`config.mk`:
```
export PLATFORM = sky130hd
export DESIGN_NAME = alu_seq
export DESIGN_NICKNAME = d
export VERILOG_FILES = /design/src/rtl/alu_seq_pkg.sv /design/src/rtl/alu_seq_mul.sv /design/src/rtl/alu_seq.sv
export SDC_FILE = /design/constraint.sdc
export NUM_CORES = 1
export LEC_CHECK = 0
export BUFFER_PORTS_ARGS = -buffer_cell sky130_fd_sc_hd__buf_4
export CAP_MARGIN = 20
export CORE_ASPECT_RATIO = 1.25
export CORE_MARGIN = 3
export CORE_UTILIZATION = 35
export DETAILED_ROUTE_END_ITERATION = 10
export GPL_TIMING_DRIVEN = 0
export PLACE_DENSITY = 0.58
export SLEW_MARGIN = 40
export SYNTH_ARGS = -nofsm -noshare
export SYNTH_HDL_FRONTEND = slang
export SYNTH_SLANG_ARGS = --single-unit
```
`constraint.sdc`:
```
create_clock -name clk -period 2.6 [get_ports clk]
set_clock_uncertainty 0.15 [all_clocks]
set_input_delay 0.39 -clock clk [delete_from_list [all_inputs] [get_ports clk]]
set_output_delay 0.39 -clock clk [all_outputs]
set_load 0.005 [all_outputs]
```
`src/rtl/alu_seq_pkg.sv`:
```
// Shared opcode and FSM-state definitions for alu_seq and the decode stage.
// Opcodes at or above 15 are reserved. ALU_OP_MUL is only meaningful when ALU_MUL_EN is defined.
package alu_seq_pkg;

  typedef enum logic [3:0] {
    ALU_OP_ADD  = 4'd0,
    ALU_OP_SUB  = 4'd1,
    ALU_OP_AND  = 4'd2,
    ALU_OP_OR   = 4'd3,
    ALU_OP_XOR  = 4'd4,
    ALU_OP_NOT  = 4'd5,
    ALU_OP_SHL  = 4'd6,
    ALU_OP_SHR  = 4'd7,
    ALU_OP_SAR  = 4'd8,
    ALU_OP_ROL  = 4'd9,
    ALU_OP_ROR  = 4'd10,
    ALU_OP_INC  = 4'd11,
    ALU_OP_DEC  = 4'd12,
    ALU_OP_CMP  = 4'd13,
    ALU_OP_MUL  = 4'd14,
    ALU_OP_RSVD = 4'd15
  } alu_op_e;

  typedef enum logic [1:0] {
    ST_IDLE = 2'd0,
    ST_MUL  = 2'd1,
    ST_DONE = 2'd2
  } alu_state_e;

endpackage

```
`src/rtl/alu_seq_mul.sv`:
```
// alu_mul_seq: iterative unsigned shift-add multiplier, one product bit per cycle.
// Instantiated by alu_seq only when ALU_MUL_EN is defined.
module alu_mul_seq #(
  parameter int unsigned WORD_WIDTH = 8
) (
  input  logic                      clk,
  input  logic                      rstN,
  input  logic                      start_i,
  input  logic [WORD_WIDTH-1:0]     multiplicand_i,
  input  logic [WORD_WIDTH-1:0]     multiplier_i,
  output logic                      done_o,
  output logic [2*WORD_WIDTH-1:0]   product_o
);

  localparam int unsigned CW = $clog2(WORD_WIDTH + 1);

  logic                    busy_q;
  logic [CW-1:0]           count_q;
  logic [WORD_WIDTH-1:0]   mcand_q;
  logic [2*WORD_WIDTH-1:0] acc_q;
  logic [2*WORD_WIDTH-1:0] acc_d;
  logic [WORD_WIDTH:0]     sum;

  // Accumulator holds {partial product, remaining multiplier bits}; each step adds and shifts right.
  always_comb begin
    sum   = {1'b0, acc_q[2*WORD_WIDTH-1:WORD_WIDTH]} + (acc_q[0] ? {1'b0, mcand_q} : '0);
    acc_d = {sum, acc_q[WORD_WIDTH-1:1]};
  end

  // done_o and product_o lead the final edge so the parent captures the product on that same edge.
  assign done_o    = busy_q && (count_q == CW'(1));
  assign product_o = acc_d;

  // NOTE: sequential state uses non-blocking assignments so every register samples pre-edge values.
  always_ff @(posedge clk or negedge rstN) begin
    if (!rstN) begin
      busy_q  <= 1'b0;
      count_q <= '0;
      mcand_q <= '0;
      acc_q   <= '0;
    end else if (start_i) begin
      busy_q  <= 1'b1;
      count_q <= CW'(WORD_WIDTH);
      mcand_q <= multiplicand_i;
      acc_q   <= {{WORD_WIDTH{1'b0}}, multiplier_i};
    end else if (busy_q) begin
      acc_q   <= acc_d;
      count_q <= count_q - CW'(1);
      if (count_q == CW'(1)) busy_q <= 1'b0;
    end
  end

endmodule

```
`src/rtl/alu_seq.sv`:
```
// alu_seq: valid/ready handshaked ALU with registered result and carry/zero/overflow flags.
// Define ALU_MUL_EN to enable the iterative multiply on opcode 14; otherwise it behaves as reserved.
module alu_seq
  import alu_seq_pkg::*;
#(
  parameter int unsigned WORD_WIDTH   = 8,
  parameter int unsigned OPCODE_WIDTH = 4
) (
  input  logic                    clk,
  input  logic                    rstN,
  input  logic                    inValid,
  output logic                    inReady,
  input  logic [WORD_WIDTH-1:0]   operand1,
  input  logic [WORD_WIDTH-1:0]   operand2,
  input  logic [OPCODE_WIDTH-1:0] opCode,
  output logic                    outValid,
  input  logic                    outReady,
  output logic [WORD_WIDTH-1:0]   result,
  output logic                    carryOut,
  output logic                    zero,
  output logic                    overflow
);

  localparam int unsigned SW  = $clog2(WORD_WIDTH);
  localparam int unsigned MSB = WORD_WIDTH - 1;
  localparam logic [WORD_WIDTH:0] EXT_ONE = (WORD_WIDTH + 1)'(1);

  alu_state_e            state_q;
  logic [WORD_WIDTH-1:0] result_q;
  logic                  carry_q, zero_q, ovf_q;

  alu_op_e               op_sel;
  logic                  accept, is_mul;
  logic [SW-1:0]         amt;
  logic [WORD_WIDTH:0]   ext;
  logic [2*WORD_WIDTH-1:0] dbl;
  logic [WORD_WIDTH-1:0] res_d;
  logic                  carry_d, ovf_d;

  assign op_sel  = (opCode < OPCODE_WIDTH'(15)) ? alu_op_e'(opCode[3:0]) : ALU_OP_RSVD;
  assign inReady = rstN && ((state_q == ST_IDLE) || ((state_q == ST_DONE) && outReady));
  assign accept  = inValid && inReady;
  assign amt     = operand2[SW-1:0];

  // NOTE: every combinational output gets a default first so no path through the case infers a latch.
  always_comb begin
    res_d   = '0;
    carry_d = 1'b0;
    ovf_d   = 1'b0;
    ext     = '0;
    dbl     = '0;
    case (op_sel)
      ALU_OP_ADD: begin
        ext     = {1'b0, operand1} + {1'b0, operand2};
        res_d   = ext[WORD_WIDTH-1:0];
        carry_d = ext[WORD_WIDTH];
        ovf_d   = (operand1[MSB] == operand2[MSB]) && (res_d[MSB] != operand1[MSB]);
      end
      ALU_OP_SUB, ALU_OP_CMP: begin
        ext     = {1'b0, operand1} - {1'b0, operand2};
        res_d   = (op_sel == ALU_OP_CMP) ? operand1 : ext[WORD_WIDTH-1:0];
        carry_d = ext[WORD_WIDTH];
        ovf_d   = (operand1[MSB] != operand2[MSB]) && (ext[MSB] != operand1[MSB]);
      end
      ALU_OP_AND: res_d = operand1 & operand2;
      ALU_OP_OR:  res_d = operand1 | operand2;
      ALU_OP_XOR: res_d = operand1 ^ operand2;
      ALU_OP_NOT: res_d = ~operand1;
      // Shifts run through a guard bit so the last bit out lands in a fixed position (0 when amt == 0).
      ALU_OP_SHL: begin
        ext     = {1'b0, operand1} << amt;
        res_d   = ext[WORD_WIDTH-1:0];
        carry_d = ext[WORD_WIDTH];
      end
      ALU_OP_SHR: begin
        ext     = {operand1, 1'b0} >> amt;
        res_d   = ext[WORD_WIDTH:1];
        carry_d = ext[0];
      end
      ALU_OP_SAR: begin
        ext     = $unsigned($signed({operand1, 1'b0}) >>> amt);
        res_d   = ext[WORD_WIDTH:1];
        carry_d = ext[0];
      end
      ALU_OP_ROL: begin
        dbl     = {operand1, operand1} << amt;
        res_d   = dbl[2*WORD_WIDTH-1:WORD_WIDTH];
        carry_d = (amt != '0) && res_d[0];
      end
      ALU_OP_ROR: begin
        dbl     = {operand1, operand1} >> amt;
        res_d   = dbl[WORD_WIDTH-1:0];
        carry_d = (amt != '0) && res_d[MSB];
      end
      ALU_OP_INC: begin
        ext     = {1'b0, operand1} + EXT_ONE;
        res_d   = ext[WORD_WIDTH-1:0];
        carry_d = ext[WORD_WIDTH];
        ovf_d   = !operand1[MSB] && res_d[MSB];
      end
      ALU_OP_DEC: begin
        ext     = {1'b0, operand1} - EXT_ONE;
        res_d   = ext[WORD_WIDTH-1:0];
        carry_d = ext[WORD_WIDTH];
        ovf_d   = operand1[MSB] && !res_d[MSB];
      end
      default: ;
    endcase
  end

`ifdef ALU_MUL_EN
  logic                    mul_done;
  logic [2*WORD_WIDTH-1:0] mul_product;

  assign is_mul = (op_sel == ALU_OP_MUL);

  alu_mul_seq #(
    .WORD_WIDTH(WORD_WIDTH)
  ) u_mul (
    .clk           (clk),
    .rstN          (rstN),
    .start_i       (accept && is_mul),
    .multiplicand_i(operand1),
    .multiplier_i  (operand2),
    .done_o        (mul_done),
    .product_o     (mul_product)
  );
`else
  assign is_mul = 1'b0;
`endif

  always_ff @(posedge clk or negedge rstN) begin
    if (!rstN) begin
      state_q  <= ST_IDLE;
      result_q <= '0;
      carry_q  <= 1'b0;
      zero_q   <= 1'b0;
      ovf_q    <= 1'b0;
    end else begin
      case (state_q)
        ST_IDLE, ST_DONE: begin
          if (accept) begin
            if (is_mul) begin
              state_q <= ST_MUL;
            end else begin
              state_q  <= ST_DONE;
              result_q <= res_d;
              carry_q  <= carry_d;
              zero_q   <= (res_d == '0);
              ovf_q    <= ovf_d;
            end
          end else if (state_q == ST_DONE && outReady) begin
            state_q <= ST_IDLE;
          end
        end
`ifdef ALU_MUL_EN
        ST_MUL: begin
          if (mul_done) begin
            state_q  <= ST_DONE;
            result_q <= mul_product[WORD_WIDTH-1:0];
            carry_q  <= |mul_product[2*WORD_WIDTH-1:WORD_WIDTH];
            zero_q   <= (mul_product[WORD_WIDTH-1:0] == '0);
            ovf_q    <= 1'b0;
          end
        end
`endif
        default: state_q <= ST_IDLE;
      endcase
    end
  end

  assign outValid = (state_q == ST_DONE);
  assign result   = result_q;
  assign carryOut = carry_q;
  assign zero     = zero_q;
  assign overflow = ovf_q;

endmodule
```
==> metrics.txt, run 1 <==
# TYPE chip_impl_metric gauge
chip_impl_metric{name="initial_antenna_violation_count",unit=""} 0
chip_impl_metric{name="die-area",unit="um^2"} 11500
chip_impl_metric{name="crit_required",unit="ns"} 2.62
chip_impl_metric{name="yosys.cell_types.count",unit=""} 82
chip_impl_metric{name="die_width",unit="um"} 96.7
chip_impl_metric{name="io_buffer_count",unit=""} 36
chip_impl_metric{name="grt_usage",unit="%"} 24.9
chip_impl_metric{name="final_hold_violating_endpoints",unit=""} 0
chip_impl_metric{name="max_cap_violations",unit=""} 0
chip_impl_metric{name="total_number_of_vias",unit=""} 4152
chip_impl_metric{name="floorplan.die.height",unit="um"} 119
chip_impl_metric{name="layout.nets",unit=""} 574
chip_impl_metric{name="arrival",unit="ns"} 2.91
chip_impl_metric{name="final_cell_area",unit="um^2"} 4710
chip_impl_metric{name="share_of_the_synthesized_area_in_compound_gates_ao_oa_aoi_oai",unit="%"} 27.7
chip_impl_metric{name="synth_mux_area_share",unit="%"} 16.5
chip_impl_info{name="synth_top_family_by_area",value="compound AO/OA/AOI/OAI gates"} 1
chip_impl_metric{name="layout.area.seq",unit="um^2"} 300
chip_impl_metric{name="finalSetupViolations",unit=""} 3
chip_impl_metric{name="area_delta_synth_final",unit="%"} 30.9
chip_impl_metric{name="number_of_global_route_vias_before_repair",unit=""} 3951
chip_impl_metric{name="netlist_instances",unit=""} 450
chip_impl_metric{name="pin_count",unit=""} 37
chip_impl_info{name="layout_commonest_cell",value="buf_4"} 1
chip_impl_metric{name="synthXorXnorAreaFrac",unit="%"} 3.41
chip_impl_metric{name="mappedNetlistNets",unit=""} 505
chip_impl_metric{name="ys_warn_count",unit=""} 0
chip_impl_metric{name="route.detailed.drc",unit=""} 0
chip_impl_info{name="tritoncts",value="done"} 1
chip_impl_metric{name="initial_utilization",unit="%"} 36.7
chip_impl_metric{name="first_pass_grt_wire_length",unit="mm"} 22.9
chip_impl_metric{name="synth-async-reset-ratio",unit="%"} 100
chip_impl_metric{name="viasPerCell",unit=""} 6.45
chip_impl_metric{name="synth-adder-area-share",unit="%"} 11.2
chip_impl_metric{name="synth_sequential_area_ratio",unit="%"} 8.35
chip_impl_metric{name="max-slew-margin-rel",unit="%"} 54.0
chip_impl_metric{name="number_of_enable_type_register_cells_in_the_synthesized_netlist",unit=""} 0
chip_impl_metric{name="post_synth_and_or_nand_nor_area_fraction",unit="%"} 23.1
chip_impl_metric{name="nFillCells",unit=""} 951
chip_impl_metric{name="clk_pin_slew_worst_paths",unit="ns"} 0.04
chip_impl_metric{name="finalWorstPathRequiredPeriod",unit="ns"} 2.89
chip_impl_metric{name="cell_area_power_density",unit="nW/um^2"} 307
chip_impl_info{name="synth_flop_cell",value="dfrtp_1"} 1
chip_impl_metric{name="post-route-worst-setup-slack",unit="ns"} -0.289
chip_impl_info{name="rsz0062_at_grt",value="yes"} 1
chip_impl_metric{name="place.gp.congestion",unit=""} 1.04
chip_impl_metric{name="leakage",unit="nW"} 1.91
chip_impl_metric{name="numCtsBuffers",unit=""} 3
chip_impl_metric{name="core_area",unit="um^2"} 9810
chip_impl_metric{name="max_slew.worst_pin.slew",unit="ns"} 0.684
chip_impl_info{name="worstHoldPathType",value="register to register"} 1
chip_impl_info{name="cp-end-kind",value="register"} 1
chip_impl_metric{name="gr-total-overflow",unit=""} 0
chip_impl_metric{name="insertedDiodeCount",unit=""} 0
chip_impl_info{name="layout.cells.most_common_list",value="62 x buf_4, 35 x nor2_1, 32 x nand2_1"} 1
chip_impl_metric{name="netlist_area",unit="um^2"} 3600
chip_impl_metric{name="yosysTopAreaCellShare",unit="%"} 11.3
chip_impl_metric{name="pin_count_of_the_biggest_net_entering_global_routing",unit=""} 14
chip_impl_metric{name="post_synth.cell_area_avg",unit="um^2"} 7.99
chip_impl_info{name="clockRootBuffer",value="clkbuf_16"} 1
chip_impl_info{name="synth_area_leaders",value="mux4_2 11%, ha_1 10%, dfrtp_1 8.3%"} 1
chip_impl_metric{name="hold_ws",unit="ns"} 0.323
chip_impl_metric{name="worstPathMaxFanout",unit=""} 11
chip_impl_info{name="setup.worst_path.class",value="input pin to register"} 1
chip_impl_metric{name="vdd.ir_drop.worst",unit="mV"} 0.159
chip_impl_metric{name="place_area",unit="um^2"} 4090
chip_impl_metric{name="clock-sinks",unit=""} 12
chip_impl_metric{name="layout-drive-gt1-share",unit="%"} 34.0
chip_impl_metric{name="fmaxAchievable",unit="GHz"} 0.346
chip_impl_info{name="outcome",value="finished, violations left"} 1
chip_impl_metric{name="synth-seq-cells",unit=""} 12
chip_impl_metric{name="total_routed_length",unit="mm"} 14.9
chip_impl_info{name="violated_checks",value="negative setup slack"} 1
chip_impl_metric{name="slew_violations",unit=""} 0
chip_impl_metric{name="post_detailed_placement_half_perimeter_wirelength",unit="mm"} 11.5
chip_impl_metric{name="avgRoutedWirePerCell",unit="um"} 23.2
chip_impl_metric{name="clock_tree.buffer_depth",unit=""} 2
chip_impl_metric{name="multi_input_area",unit="um^2"} 3130
chip_impl_metric{name="rows",unit=""} 40
chip_impl_info{name="critPathLaunchType",value="input pin"} 1
chip_impl_metric{name="cts-htree-levels",unit=""} 1
chip_impl_metric{name="initial_drt_markers",unit=""} 388
chip_impl_info{name="netlist.top_cell.by_area",value="mux4_2"} 1
chip_impl_metric{name="drtAntennaViolNets",unit=""} 0
chip_impl_metric{name="worstSkewPairLatency",unit="ns"} 0.24
chip_impl_metric{name="final_min_period_over_clock_period",unit="%"} 111
chip_impl_metric{name="drt_pass1_iterations",unit=""} 8
[timing repair]
action                                  in CTS  in global routing
hold buffers                                 1                  0
pin swaps                                   18                 14
gates resized for setup                     51                 26
endpoints found under the setup margin       9                  7
setup buffers                               21                 10
endpoints found under the hold margin       12                  0
[final cells by class]
cell class,count,share of cell area (%)
timing repair buffer,67,11.9
sequential,12,6.38
buffer,42,7.68
multi-input combinational,368,66.4
tap,126,3.35
inverter,25,2.37
clock buffer,4,1.89
[per-stage QoR]
stage,util [%],std cells,setup TNS (ns),setup WS (ns),power (W)
2_1_floorplan,-,450,-0.309,-0.169,0.000738
3_3_place_gp,41.7,612,-5.97,-1.17,0.000995
3_5_place_dp,41.7,612,-5.92,-1.11,0.00100
4_1_cts,46.1,634,-0.235,-0.171,0.00139
5_1_grt,48.0,644,-0.807,-0.324,0.00152
6_report,48.0,644,-0.471,-0.289,0.00145
[path summary, 6_finish.rpt]
check / cells past startpoint / to / from / slack [ns]
min in group asynchronous: 2 / result[5] / rstN / 0.54
setup reg to reg: 8 / zero / state_q[1] / 0.16
setup / recovery: 12 / zero / operand1[4] / -0.29
max in group asynchronous: 2 / result[4] / rstN / 1.40
hold / removal: 2 / result[1] / result[1] / 0.32
hold reg to reg: 2 / result[1] / result[1] / 0.32
[cells by family (layout without fill, tap and decap cells)]
logic type,Yosys count,after routing
simple gates,151,151
compound gates,137,137
buf+inv,70,138
mux,35,35
fa+ha+maj,31,31
xor+xnor,14,14
flops,12,12
[where the power goes]
part / switching, W / total (W) / internal, W
sequential: 0.0000194 / 0.000242 / 0.000223
combinational: 0.000477 / 0.000896 / 0.000419
clock: 0.0000756 / 0.000307 / 0.000232
total: 0.000573 / 0.00145 / 0.000873
[critical path, cell delays in order]
cell,delay (ns)
buf_8,0.13
clkbuf_16,0.17
clkinvlp_4,0.11
ha_1,0.32
buf_6,0.15
a221o_1,0.33
nand2_2,0.09
o22ai_2,0.10
a2111oi_4,0.38
nand4_1,0.16
nor4_1,0.33
a32o_1,0.22
[sequential cells by signal, summed over array words and instances (netlist names)]
| name | cells |
|---|---|
| overflow | 1 |
| zero | 1 |
| state_q | 1 |
| carryOut | 1 |
| result | 8 |
[synth_stat cells (4+ instances only)]
master / count
nor2_1: 39
nand2_1: 34
ha_1: 29
a21oi_1: 25
buf_2: 25
inv_1: 22
o21ai_0: 19
mux4_2: 18
mux2i_1: 15
dfrtp_1: 12
clkbuf_1: 11
nand2b_1: 11
o22ai_1: 11
nor3_1: 10
a31oi_1: 9
nand3_1: 9
xnor2_1: 9
a22oi_1: 7
a221oi_1: 6
buf_4: 6
nor2b_1: 6
a211oi_1: 5
nand4b_1: 5
nor4_1: 5
xor2_1: 5
o221ai_1: 4
[metal layers]
metal	up-vias	wire [um]	GRT usage, %
li1	1846	-	-
met5	-	0	0
met2	248	7260	42.5
met1	2000	5710	29.7
met4	0	864	13.6
met3	58	1110	3.93
Note: power is estimated with default switching activity, not from simulation.
==> run 2, diff against run 1 <==
- MAX_ROUTING_LAYER: not set -> met4
==> run 2 against run 1 <==
  * The flow still finishes with violations (negative setup slack)
  * Critical path type unchanged
  * Worst setup slack improved by 0.047 ns
  * Sequential share of layout area fell by 0.065 points
  * Non-clock buffer count rose by 5
  * Clock power fell by 11%
  * Count of clock-buffer cells in the layout fell by 1
  * Cell count rose by 0.62%
  * Power fell by 0.38%
  * Maximum frequency rose by 1.6%
  * Flip-flop and latch count did not move
  * Critical path depth did not move
==> metrics.txt, run 2 (same netlist as run 1, synthesis figures left out) <==
# TYPE chip_impl_metric gauge
chip_impl_info{name="outcome",value="finished, violations left"} 1
chip_impl_info{name="violated_checks",value="negative setup slack"} 1
chip_impl_metric{name="gr-total-overflow",unit=""} 0
chip_impl_metric{name="largest_reg_flops",unit=""} 8
chip_impl_metric{name="instances_no_fill",unit=""} 648
chip_impl_metric{name="avgRoutedWirePerCell",unit="um"} 24.0
chip_impl_metric{name="floorplan.die.height",unit="um"} 119
chip_impl_metric{name="worstSkewPairLatency",unit="ns"} 0.24
chip_impl_metric{name="insertedDiodeCount",unit=""} 0
chip_impl_metric{name="number_of_global_route_vias_before_repair",unit=""} 4017
chip_impl_metric{name="die-area",unit="um^2"} 11500
chip_impl_metric{name="crit_required",unit="ns"} 2.62
chip_impl_metric{name="die_width",unit="um"} 96.7
chip_impl_info{name="layout.cells.most_common_list",value="70 x buf_4, 35 x nor2_1, 33 x nand2_1"} 1
chip_impl_metric{name="route.detailed.drc",unit=""} 0
chip_impl_metric{name="max_slew.worst_pin.slew",unit="ns"} 0.827
chip_impl_metric{name="clk_pin_slew_worst_paths",unit="ns"} 0.04
chip_impl_metric{name="cts-htree-levels",unit=""} 1
chip_impl_info{name="clockRootBuffer",value="clkbuf_16"} 1
chip_impl_metric{name="leakage",unit="nW"} 1.92
chip_impl_metric{name="power.total",unit="W"} 0.00144
chip_impl_metric{name="area_delta_synth_final",unit="%"} 32.2
chip_impl_metric{name="pre_cts_ws",unit="ns"} -1.11
chip_impl_metric{name="initial_antenna_violation_count",unit=""} 0
chip_impl_metric{name="slew_violations",unit=""} 0
chip_impl_metric{name="finalWorstPathRequiredPeriod",unit="ns"} 2.84
chip_impl_metric{name="total_number_of_vias",unit=""} 4106
chip_impl_metric{name="fmaxAchievable",unit="GHz"} 0.352
chip_impl_metric{name="final_hold_violating_endpoints",unit=""} 0
chip_impl_metric{name="final_min_period_over_clock_period",unit="%"} 109
chip_impl_info{name="tritoncts",value="done"} 1
chip_impl_metric{name="hold_ws",unit="ns"} 0.318
chip_impl_metric{name="initial_drt_markers",unit=""} 375
chip_impl_metric{name="finalSetupViolations",unit=""} 3
chip_impl_metric{name="clock_tree.buffer_depth",unit=""} 2
chip_impl_metric{name="layout-drive-gt1-share",unit="%"} 35.4
chip_impl_info{name="setup.worst_path.class",value="input pin to register"} 1
chip_impl_metric{name="layout.nets",unit=""} 579
chip_impl_metric{name="arrival",unit="ns"} 2.87
chip_impl_metric{name="cell_area_power_density",unit="nW/um^2"} 303
chip_impl_metric{name="vdd.ir_drop.worst",unit="mV"} 0.153
chip_impl_metric{name="core_area",unit="um^2"} 9810
chip_impl_metric{name="initial_utilization",unit="%"} 36.7
chip_impl_metric{name="final_core_util",unit="%"} 48.5
chip_impl_metric{name="nFillCells",unit=""} 970
chip_impl_info{name="rsz0062_at_grt",value="yes"} 1
chip_impl_metric{name="max-slew-margin-rel",unit="%"} 44.3
chip_impl_metric{name="pin_count_of_the_biggest_net_entering_global_routing",unit=""} 14
chip_impl_metric{name="viasPerCell",unit=""} 6.34
chip_impl_metric{name="placed_cells_incl_taps",unit=""} 612
chip_impl_info{name="critPathLaunchType",value="input pin"} 1
chip_impl_info{name="layout_commonest_cell",value="buf_4"} 1
chip_impl_metric{name="pin_count",unit=""} 37
chip_impl_metric{name="post_detailed_placement_half_perimeter_wirelength",unit="mm"} 11.9
chip_impl_metric{name="io_buffer_count",unit=""} 36
chip_impl_info{name="cp-end-kind",value="register"} 1
chip_impl_metric{name="clock-sinks",unit=""} 12
chip_impl_metric{name="total_routed_length",unit="mm"} 15.6
chip_impl_metric{name="post-route-worst-setup-slack",unit="ns"} -0.243
chip_impl_metric{name="worstPathMaxFanout",unit=""} 8
chip_impl_metric{name="drtAntennaViolNets",unit=""} 0
chip_impl_metric{name="rows",unit=""} 40
chip_impl_metric{name="max_cap_violations",unit=""} 0
chip_impl_metric{name="place.gp.congestion",unit=""} 1.01
chip_impl_metric{name="drt_pass1_iterations",unit=""} 5
chip_impl_metric{name="first_pass_grt_wire_length",unit="mm"} 24.2
chip_impl_metric{name="numCtsBuffers",unit=""} 3
chip_impl_metric{name="grt_usage",unit="%"} 27.2
chip_impl_info{name="worstHoldPathType",value="register to register"} 1
==> run 2: layer usage <==
layer | up-vias | global-route usage [%] | part of all wire (%)
met2 | 187 | 45.1 | 49
met1 | 2023 | 33.7 | 41
met3 | 43 | 2.28 | 5.4
met4 | 0 | 12.0 | 4.6
li1 | 1853 | - | -
met5 | - | - | 0
==> run 2: area by class of cell <==
class / count / area, um^2 / area share [%]
multi-input combinational: 368 / 3170 / 66.5
timing repair buffer: 73 / 598 / 12.6
buffer: 41 / 345 / 7.26
sequential: 12 / 300 / 6.31
tap: 126 / 158 / 3.31
inverter: 25 / 115 / 2.42
clock buffer: 3 / 75.1 / 1.58
==> run 2: worst max-delay path: stages <==
cell and delay [ns]:
buf_12 0.10, buf_8 0.10, clkinvlp_4 0.10, ha_4 0.18, fa_2 0.55, mux2i_1 0.06
a22oi_1 0.22, o22ai_1 0.15, a311oi_2 0.36, nand3_2 0.20, nor4_2 0.27, a32o_1 0.19
==> run 2: final timing paths <==
kind | cells past startpoint | endpoint | slack [ns] | from
setup / recovery | 12 | zero | -0.24 | operand1[0]
hold / removal | 2 | result[1] | 0.32 | result[1]
setup reg to reg | 8 | zero | 0.37 | state_q[1]
hold reg to reg | 2 | result[1] | 0.32 | result[1]
max in group asynchronous | 2 | result[1] | 1.41 | rstN
min in group asynchronous | 2 | overflow | 0.54 | rstN
==> run 2: through the flow <==
step | setup TNS [ns] | area (um^2)
2_1_floorplan | -0.309 | 3660
3_3_place_gp | -6.15 | 4090
3_5_place_dp | -6.02 | 4090
4_1_cts | -0.301 | 4570
5_1_grt | -0.605 | 4760
6_report | -0.469 | 4760
==> run 2: timing repair <==
action	in CTS	in global routing
pin swaps	17	21
gates resized for setup	52	28
endpoints found under the hold margin	12	0
setup buffers	26	11
hold buffers	1	0
endpoints found under the setup margin	9	8
==> run 2: report_power, final <==
part	switching, W	internal [W]	leakage [nW]	total [W]
logic	0.000493	0.000433	1.74	0.000926
clock network	0.0000725	0.000200	0.0370	0.000272
registers	0.0000192	0.000223	0.146	0.000242
total	0.000584	0.000855	1.92	0.00144
==> run 3, diff against run 2 <==
- CORE_UTILIZATION: 35 -> 46
- PLACE_DENSITY: 0.58 -> 0.71
==> run 3 against run 2 <==
  * The run still ends with negative setup slack left
  * Routed wire length is 1.2% lower
  * Register-to-register slack lost 0.06 ns
  * Worst setup slack worse by 0.00073 ns
  * Flip-flop and latch count stayed put
  * Design area is 0.13% higher
  * Clock power is 26% lower
  * Maximum frequency about the same
  * Die area fell by 23%
  * Critical path type unchanged
==> metrics.txt, run 3 (same netlist as run 1, synthesis figures left out) <==
# TYPE chip_impl_metric gauge
chip_impl_info{name="outcome",value="finished, violations left"} 1
chip_impl_info{name="violated_checks",value="negative setup slack"} 1
chip_impl_metric{name="max-slew-margin-rel",unit="%"} 55.7
chip_impl_metric{name="final_cell_area",unit="um^2"} 4760
chip_impl_metric{name="timing.reg2reg.worst_path_depth",unit=""} 8
chip_impl_metric{name="vdd.ir_drop.worst",unit="mV"} 0.425
chip_impl_metric{name="insertedDiodeCount",unit=""} 0
chip_impl_metric{name="place.gp.congestion",unit=""} 0.957
chip_impl_metric{name="fmaxAchievable",unit="GHz"} 0.352
chip_impl_metric{name="drt_pass1_iterations",unit=""} 5
chip_impl_metric{name="nFillCells",unit=""} 644
chip_impl_metric{name="io_buffer_count",unit=""} 36
chip_impl_info{name="clockRootBuffer",value="clkbuf_8"} 1
chip_impl_metric{name="clk_pin_slew_worst_paths",unit="ns"} 0.05
chip_impl_info{name="layout_commonest_cell",value="buf_4"} 1
chip_impl_metric{name="pin_count",unit=""} 37
chip_impl_metric{name="initial_antenna_violation_count",unit=""} 0
chip_impl_info{name="worst_r2r_startpoint",value="state_q[1]"} 1
chip_impl_metric{name="worstPathMaxFanout",unit=""} 12
chip_impl_metric{name="crit_required",unit="ns"} 2.62
chip_impl_metric{name="first_pass_grt_wire_length",unit="mm"} 23.4
chip_impl_metric{name="viasPerCell",unit=""} 6.81
chip_impl_metric{name="number_of_global_route_vias_before_repair",unit=""} 4071
chip_impl_metric{name="core_area",unit="um^2"} 7490
chip_impl_metric{name="hold-path-cell-count",unit=""} 3
chip_impl_metric{name="largest_reg_flops",unit=""} 8
chip_impl_metric{name="cell_area_power_density",unit="nW/um^2"} 289
chip_impl_metric{name="placed_cells_incl_taps",unit=""} 578
chip_impl_metric{name="clock_tree.buffer_depth",unit=""} 2
chip_impl_metric{name="pin_count_of_the_biggest_net_entering_global_routing",unit=""} 16
chip_impl_metric{name="total_number_of_vias",unit=""} 4184
chip_impl_metric{name="cts-htree-levels",unit=""} 1
chip_impl_metric{name="route.detailed.drc",unit=""} 0
chip_impl_info{name="layout.cells.most_common_list",value="67 x buf_4, 36 x nor2_1, 33 x nand2_1"} 1
chip_impl_metric{name="layout.area.seq",unit="um^2"} 300
chip_impl_metric{name="setup_total_negative_slack",unit="ns"} -0.559
chip_impl_metric{name="clock-sinks",unit=""} 12
chip_impl_metric{name="die-area",unit="um^2"} 8920
chip_impl_metric{name="max_slew.worst_pin.slew",unit="ns"} 0.664
chip_impl_metric{name="die_width",unit="um"} 85.1
chip_impl_metric{name="initial_utilization",unit="%"} 48.0
chip_impl_metric{name="grt_usage",unit="%"} 34.3
chip_impl_metric{name="total_routed_length",unit="mm"} 15.4
chip_impl_metric{name="worstSkewPairLatency",unit="ns"} 0.24
chip_impl_metric{name="arrival",unit="ns"} 2.87
chip_impl_info{name="critPathLaunchType",value="input pin"} 1
chip_impl_metric{name="layout.nets",unit=""} 578
chip_impl_metric{name="slew_violations",unit=""} 0
chip_impl_metric{name="numCtsBuffers",unit=""} 3
chip_impl_metric{name="initial_drt_markers",unit=""} 344
chip_impl_metric{name="rows",unit=""} 35
chip_impl_metric{name="max_cap_violations",unit=""} 0
chip_impl_metric{name="power.total",unit="W"} 0.00138
chip_impl_info{name="timing.hold.worst.start",value="outReady"} 1
chip_impl_metric{name="finalWorstPathRequiredPeriod",unit="ns"} 2.84
chip_impl_metric{name="gr-total-overflow",unit=""} 0
chip_impl_metric{name="floorplan.die.height",unit="um"} 105
chip_impl_metric{name="multi_input_area",unit="um^2"} 3210
chip_impl_metric{name="finalSetupViolations",unit=""} 3
chip_impl_info{name="worstHoldPathType",value="input pin to register"} 1
chip_impl_metric{name="avgRoutedWirePerCell",unit="um"} 25.0
chip_impl_metric{name="area_delta_synth_final",unit="%"} 32.4
chip_impl_info{name="cp-end-kind",value="register"} 1
chip_impl_metric{name="leakage",unit="nW"} 1.91
chip_impl_info{name="crit-reg2reg-capture",value="zero"} 1
chip_impl_metric{name="final_min_period_over_clock_period",unit="%"} 109
chip_impl_info{name="rsz0062_at_grt",value="yes"} 1
chip_impl_info{name="setup.worst_path.class",value="input pin to register"} 1
chip_impl_metric{name="rrSetupSlack",unit="ns"} 0.31
chip_impl_metric{name="place_area",unit="um^2"} 4060
chip_impl_info{name="worst_hold_path.endpoint",value="state_q[1]"} 1
chip_impl_metric{name="post-route-worst-setup-slack",unit="ns"} -0.243
chip_impl_metric{name="drtAntennaViolNets",unit=""} 0
chip_impl_metric{name="final_core_util",unit="%"} 63.6
chip_impl_metric{name="instances_no_fill",unit=""} 614
chip_impl_metric{name="final_hold_violating_endpoints",unit=""} 0
chip_impl_metric{name="post_detailed_placement_half_perimeter_wirelength",unit="mm"} 11.7
chip_impl_metric{name="layout-drive-gt1-share",unit="%"} 36.0
chip_impl_info{name="tritoncts",value="done"} 1
==> run 3: cell types whose count changed in the layout (fill, tap and decap cells not counted), sizes merged <==
cell	delta
clkinv	-1
clkinvlp	+1
==> run 3: timing repair <==
item,4_1_cts,5_1_grt
hold endpoints to repair,12,0
hold buffers,1,0
cloned,0,0
gates resized for setup,50,48
buffers inserted,19,17
pin swaps,15,37
setup endpoints to repair,10,6
==> run 3: how the worst max path moves through the flow <==
stage / to / depth (start not counted) / slack (ns) / from
final: zero / 12 / -0.24 / operand1[0]
after global routing: zero / 12 / -0.31 / operand1[0]
after CTS: zero / 13 / -0.20 / operand1[1]
after detailed placement: zero / 12 / -1.11 / operand1[5]
after global placement: zero / 12 / -1.09 / operand1[5]
after floorplan: zero / 12 / -0.17 / operand1[1]
==> run 3: cell type report <==
type	count	area share, %
buffer	40	7.38
clock buffer	4	1.16
inverter	25	2.52
multi-input combinational	368	67.3
sequential	12	6.30
tap	92	2.42
timing repair buffer	73	12.9
==> run 3: stage by stage <==
step	hold WS, ns	setup slack [ns]
after detailed placement	0.0908	-1.11
final	0.319	-0.243
after CTS	0.324	-0.199
after global routing	0.362	-0.309
after global placement	0.0919	-1.09
after floorplan	-0.0556	-0.169
==> run 3: worst max-delay path: stages <==
cell and delay (ns):
buf_12 0.12, buf_8 0.10, clkinvlp_4 0.11, ha_4 0.19
fa_2 0.55, mux2i_1 0.06, a22oi_1 0.19, o22ai_1 0.14
a311oi_2 0.34, nand3_2 0.21, nor4_4 0.28, a32o_1 0.19
==> run 3: per-layer routing <==
layer	share of wire, %	up-vias	track usage, %	wire length (um)
li1	-	1864	-	-
met4	4.9	0	15.2	754
met1	39	2013	44.5	6030
met2	48	260	54.8	7320
met3	8.1	47	1.89	1250
met5	0	-	-	0
==> run 3: report_power, final <==
| group | switching [W] | total (W) | leakage [nW] | internal, W |
|---|---|---|---|---|
| clock | 0.0000673 | 0.000201 | 0.0288 | 0.000134 |
| combinational | 0.000499 | 0.000937 | 1.74 | 0.000438 |
| sequential | 0.0000183 | 0.000241 | 0.146 | 0.000222 |
